--- src/rtl/sme_pkg.sv ---
// Shared types, constants and the xorshift32 step for the SME datapath.
package sme_pkg;

    localparam int XLEN = 32;

    typedef enum logic [1:0] {
        UNSEEDED = 2'd0,
        LOAD     = 2'd1,
        RUN      = 2'd2,
        STALE    = 2'd3
    } sme_rng_state_t;

    // Substitute for an all-zero seed word (xorshift would stick at zero).
    localparam logic [XLEN-1:0] SME_RNG_ZERO_SEED = 32'h6A09E667;

    // One xorshift32 step: x ^= x<<13; x ^= x>>17; x ^= x<<5.
    function automatic logic [31:0] sme_xorshift32(input logic [31:0] x);
        logic [31:0] t;
        t = x ^ (x << 5'd13);
        t = t ^ (t >> 5'd17);
        t = t ^ (t << 5'd5);
        return t;
    endfunction

endpackage

--- src/rtl/sme_rng_lane.sv ---
// One xorshift32 randomness lane. A load overrides a step on the same edge.
module sme_rng_lane
    import sme_pkg::*;
(
    input  logic            g_clk,
    input  logic            g_reset,
    input  logic            load,
    input  logic [XLEN-1:0] load_data,
    input  logic            step,
    output logic [XLEN-1:0] value
);

    // Lane state register: reset to zero, seed write wins over a step.
    always_ff @(posedge g_clk) begin
        if (g_reset) begin
            value <= {XLEN{1'b0}};
        end else if (load) begin
            value <= load_data;
        end else if (step) begin
            value <= sme_xorshift32(value);
        end else begin
            value <= value;
        end
    end

endmodule

--- src/rtl/sme_rng_feed.sv ---
// Fresh-randomness feed: D xorshift32 lanes behind a valid/ready handshake,
// seeded from a serial word stream and forced stale after a set number of
// deliveries.
module sme_rng_feed
    import sme_pkg::*;
#(
    parameter int D               = 3,
    parameter int RESEED_INTERVAL = 1024
) (
    input  logic                       g_clk,
    input  logic                       g_reset,
    output logic                       g_clk_req,
    input  logic                       seed_valid,
    output logic                       seed_ready,
    input  logic [XLEN-1:0]            seed_data,
    output logic                       rng_valid,
    input  logic                       rng_ready,
    output logic [D-1:0][XLEN-1:0]     rng,
    output logic                       reseed_req
);

    localparam int CNT_RAW = $clog2(RESEED_INTERVAL + 1);
    localparam int CNT_W   = (CNT_RAW < 1) ? 1 : CNT_RAW;
    localparam int IDX_W   = (D > 1) ? $clog2(D) : 1;

    localparam logic [IDX_W-1:0] IDX_LAST  = IDX_W'(D - 1);
    localparam logic [CNT_W-1:0] CNT_LIMIT = CNT_W'(RESEED_INTERVAL);
    localparam logic [CNT_W-1:0] CNT_MAX   = {CNT_W{1'b1}};

    sme_rng_state_t   state_r;
    sme_rng_state_t   next_state_s;
    logic [IDX_W-1:0] seed_idx_r;
    logic [IDX_W-1:0] seed_idx_nxt_s;
    logic [CNT_W-1:0] out_cnt_r;
    logic [CNT_W-1:0] out_cnt_nxt_s;
    logic             rng_valid_r;
    logic             beat_s;
    logic             last_beat_s;
    logic             xfer_s;
    logic [XLEN-1:0]  fill_data_s;

    // Seeds are always accepted; a transfer is a handshake on the rng port.
    assign seed_ready  = 1'b1;
    assign beat_s      = seed_valid;
    assign last_beat_s = seed_valid && (seed_idx_r == IDX_LAST);
    assign xfer_s      = rng_valid_r && rng_ready;

    assign rng_valid   = rng_valid_r;
    assign reseed_req  = (state_r == UNSEEDED) || (state_r == STALE);
    assign g_clk_req   = (state_r != RUN) || rng_valid_r;

    // Replace a zero seed word so no lane can start at the zero fixed point.
    always_comb begin
        fill_data_s = seed_data;
        if (seed_data == {XLEN{1'b0}}) begin
            fill_data_s = SME_RNG_ZERO_SEED ^ XLEN'(seed_idx_r);
        end else begin
            fill_data_s = seed_data;
        end
    end

    // Next-state, seed index and delivery counter logic.
    always_comb begin
        next_state_s   = state_r;
        seed_idx_nxt_s = seed_idx_r;
        out_cnt_nxt_s  = out_cnt_r;

        if (xfer_s && (out_cnt_r != CNT_MAX)) begin
            out_cnt_nxt_s = out_cnt_r + {{(CNT_W-1){1'b0}}, 1'b1};
        end else begin
            out_cnt_nxt_s = out_cnt_r;
        end

        case (state_r)
            UNSEEDED, STALE, LOAD: begin
                if (beat_s) begin
                    next_state_s = last_beat_s ? RUN : LOAD;
                end else begin
                    next_state_s = state_r;
                end
            end
            RUN: begin
                if (beat_s) begin
                    // Any seed beat in RUN starts a fresh load; partial
                    // seeds are hidden because valid drops until it ends.
                    next_state_s = last_beat_s ? RUN : LOAD;
                end else if (xfer_s && (RESEED_INTERVAL != 0) &&
                             (out_cnt_nxt_s == CNT_LIMIT)) begin
                    next_state_s = STALE;
                end else begin
                    next_state_s = RUN;
                end
            end
            default: begin
                next_state_s = UNSEEDED;
            end
        endcase

        if (beat_s) begin
            seed_idx_nxt_s = last_beat_s ? {IDX_W{1'b0}}
                                         : seed_idx_r + {{(IDX_W-1){1'b0}}, 1'b1};
        end else begin
            seed_idx_nxt_s = seed_idx_r;
        end

        if (last_beat_s) begin
            out_cnt_nxt_s = {CNT_W{1'b0}};
        end else begin
            out_cnt_nxt_s = out_cnt_nxt_s;
        end
    end

    // Control registers: FSM state, seed index, counter and registered valid.
    always_ff @(posedge g_clk) begin
        if (g_reset) begin
            state_r     <= UNSEEDED;
            seed_idx_r  <= {IDX_W{1'b0}};
            out_cnt_r   <= {CNT_W{1'b0}};
            rng_valid_r <= 1'b0;
        end else begin
            state_r     <= next_state_s;
            seed_idx_r  <= seed_idx_nxt_s;
            out_cnt_r   <= out_cnt_nxt_s;
            rng_valid_r <= (next_state_s == RUN);
        end
    end

    for (genvar d = 0; d < D; d++) begin : g_lane
        sme_rng_lane u_lane (
            .g_clk     (g_clk),
            .g_reset   (g_reset),
            .load      (beat_s && (seed_idx_r == IDX_W'(d))),
            .load_data (fill_data_s),
            .step      (xfer_s),
            .value     (rng[d])
        );
    end

endmodule

--- config.mk ---
export PLATFORM = sky130hd
export DESIGN_NAME = sme_rng_feed
export DESIGN_NICKNAME = d
export VERILOG_FILES = /design/src/rtl/sme_pkg.sv /design/src/rtl/sme_rng_lane.sv /design/src/rtl/sme_rng_feed.sv
export SDC_FILE = /design/constraint.sdc
export NUM_CORES = 1
export LEC_CHECK = 0
export ABC_AREA = 1
export BUFFER_PORTS_ARGS = -buffer_cell sky130_fd_sc_hd__buf_2
export CAP_MARGIN = 20
export CORE_MARGIN = 2
export CORE_UTILIZATION = 33
export DETAILED_ROUTE_END_ITERATION = 16
export PLACE_DENSITY = 0.62
export SLEW_MARGIN = 40
export SYNTH_ARGS = -nofsm -noshare
export SYNTH_HDL_FRONTEND = slang
export SYNTH_SLANG_ARGS = --single-unit
--- constraint.sdc ---
create_clock -name g_clk -period 2.56 [get_ports g_clk]
set_clock_uncertainty 0.05 [all_clocks]
set_input_delay 0.128 -clock g_clk [delete_from_list [all_inputs] [get_ports g_clk]]
set_output_delay 0.128 -clock g_clk [all_outputs]
set_load 0.01 [all_outputs]
==> flow_summary_export.csv <==
group,metric,value,unit
route,viasPerCell,5.162,
logic_synthesis,syn_inst,989,
global_route,grt_pass1_wl,36960,um
route,drt_wl_total,24250,um
cells_and_area,fillers,2264,
route,drt_iter0_drc,717,
cells_and_area,drive_above_1_share,17.55,%
clocking,cts_htree_levels,3,
global_route,gr-total-overflow,0,
global_route,grt_pass1_vias,6463,
place,placed_cells,1370,
global_route,antenna_found_initial,0,
power,powerDensity,602.8,nW/um2
route,dr.pass1.iters,5,
clocking,cts_resized,0,
timing,setup_violations,0,
route,route.detailed.drc,0,
logic_synthesis,synth_area,7025,um2
global_route,grtUsageTotal,21.48,%
critical_path,r2r-end,"rng_valid$_SDFF_PP0_",
die,chipHeight,149.9,um
logic_synthesis,synthesis.nets,1027,
clocking,clock-sinks,112,
critical_path,reg2reg_slack,0.49,ns
critical_path,rr_worst_depth,12,
power,leakage,3.831,nW
timing,setup_ws,0.4900,ns
cells_and_area,synthToLayoutAreaGrowth,17.92,%
die,coreArea,20960,um2
critical_path,r2r-start,"out_cnt_r[0]$_SDFF_PP0_",
cells_and_area,antennaDiodeCount,0,
clocking,clock_latency,0.36,ns
timing,period_share,80.86,%
die,rows,53,
worst_hold_path,hold_start,"seed_data[1]",
die,initial_utilization,33.53,%
logic_synthesis,synth_warnings,0,
clocking,numCtsBuffers,9,
route,post_drt_wl_per_cell,17.49,um
critical_path,startpoint,"out_cnt_r[0]$_SDFF_PP0_",
place,pre_cts_ws,0.4934,ns
die,dieArea,22470,um2
timing,period_needed,2.070,ns
logic_synthesis,avgSynthCellArea,7.104,um2
power,ir_worst_vdd,0.4244,mV
clocking,ctsRootBufferMaster,"clkbuf_16",
critical_path,worstSetupEndpointType,"flop",
clocking,cts_tree,"done",
run,drv_cap,0,
critical_path,crit_fanout,17,
clocking,cts_max_path_buffers,2,
place,gp_congestion,0.8734,
timing,rsz0062_at_grt,"no",
timing,maxSlewHeadroom,59.69,%
global_route,grt_max_degree,46,
critical_path,worstPathArrival,2.28,ns
worst_hold_path,hold_class,"input pin to flop",
route,ant_nets,0,
status,status,"finished clean",
critical_path,path_class,"flop to flop",
cells_and_area,final_common_cell,"nand2_1",
die,fp.dieW,149.9,um
clocking,path_clk_slew,0.08,ns
worst_hold_path,hold_path_end,"g_lane[2].u_lane.value[1]$_SDFFE_PP0P_",
clocking,postCtsSetupBuffers,0,
cells_and_area,layout.nets,1144,
timing,setup_tns,0,ns
place,numPortBuffers,134,
timing,worst_slew_pin_slew,0.6025,ns
cells_and_area,final-instance-count-excl-fill,1386,
die,io_pins,136,
timing,holdWs,0.06100,ns
worst_hold_path,hold_path_depth,3,
logic_synthesis,synth-seq-cells,112,
logic_synthesis,ys_seq_area_share,31.91,%
timing,hold_viol_final,0,
critical_path,cp-start-kind,"flop",
cells_and_area,layout_common_cells,"nand2_1 (181), o21ai_0 (139), buf_2 (134)",
timing,report.final.slew_viol_count,0,
timing,fmax,483.1,MHz
critical_path,cp_data_required_time,2.77,ns
clocking,holdBufCountCts,0,
power,finalPower,0.004993,W
route,dr_total_vias,7155,
place,hpwl,18090,um
logic_synthesis,synth.distinct_cells,35,
[Yosys cell counts (all sizes together)]
cell | count | area (um2)
a21oi | 75 | 375.4
a22oi | 2 | 15.01
a31oi | 21 | 131.4
buf | 22 | 121.4
clkbuf | 24 | 91.33
conb | 1 | 3.750
dfxtp | 112 | 2242
ha | 2 | 25.02
inv | 110 | 412.9
nand2 | 182 | 685.7
nand3 | 26 | 152.7
nand3b | 2 | 27.53
nand4 | 8 | 50.05
nor2 | 47 | 188.9
nor3 | 6 | 41.29
o211ai | 3 | 22.52
o21ai | 142 | 710.7
o21bai | 27 | 202.7
o221ai | 7 | 61.31
or2 | 10 | 62.56
xnor2 | 91 | 797.0
xor2 | 69 | 604.3
[sequential cells by signal, summed over array words and instances (netlist names)]
signal,cells
g_lane.u_lane.value,96
out_cnt_r,11
seed_idx_r,2
state_r,2
rng_valid,1
[critical path, stage by stage (launching register included)]
cell and delay, ns:
dfxtp_1 0.43, ha_1 0.22, inv_1 0.06, nor2_1 0.12, nand3_2 0.32, nand2_1 0.24, inv_1 0.06, nand2_1 0.08
nand3_1 0.06, nor2_1 0.12, nand3_1 0.11, nand2_1 0.07, nor2_1 0.04
[cell type report]
type / count / area [um2] / area share, %
clock buffer: 10 / 239.0 / 2.885
clock inverter: 6 / 82.58 / 0.9968
inverter: 110 / 412.9 / 4.984
multi-input combinational: 721 / 4158 / 50.19
sequential: 112 / 2242 / 27.07
tap: 275 / 344.1 / 4.153
timing repair buffer: 152 / 805.8 / 9.727
[per-stage QoR]
| stage | instance area (um2) | util, % |
|---|---|---|
| finish | 8284 | 39.53 |
| global route | 8284 | 39.53 |
| CTS | 8284 | 39.53 |
| detailed placement | 7963 | 38.00 |
| global placement | 7963 | 38.00 |
| floorplan | 7025 | - |
[worst max path at each step]
| stage | slack (ns) | cells past startpoint | to |
|---|---|---|---|
| after CTS | 0.48 | 12 | rng_valid$_SDFF_PP0_ |
| final | 0.49 | 12 | rng_valid$_SDFF_PP0_ |
| after global routing | 0.22 | 12 | rng_valid$_SDFF_PP0_ |
| after floorplan | 0.92 | 11 | rng_valid$_SDFF_PP0_ |
| after detailed placement | 0.49 | 12 | rng_valid$_SDFF_PP0_ |
| after global placement | 0.56 | 12 | rng_valid$_SDFF_PP0_ |
[per-layer routing]
layer,GRT usage (%),part of all wire (%)
met1,30.77,46
met2,32.69,44
met3,2.530,6.9
met4,8.632,3.1
met5,0,0
[cells by family (layout without fill, tap and decap cells)]
logic type | count (synthesis) | count (layout) | synth area share [%]
AO/OA/AOI/OAI | 277 | 277 | 21.62
XOR/XNOR | 160 | 160 | 19.95
adder cells (fa/ha/maj) | 2 | 2 | 0.3561
buffers and inverters | 156 | 278 | 8.905
flip-flops | 112 | 112 | 31.91
other | 1 | 1 | 0.05338
AND/OR/NAND/NOR | 281 | 281 | 17.20
[report_power, final]
part / internal (W) / switching (W)
Sequential: 0.00185 / 0.000141
Clock: 0.000882 / 0.000700
Combinational: 0.000561 / 0.000859
(Power assumes the default switching activity.)
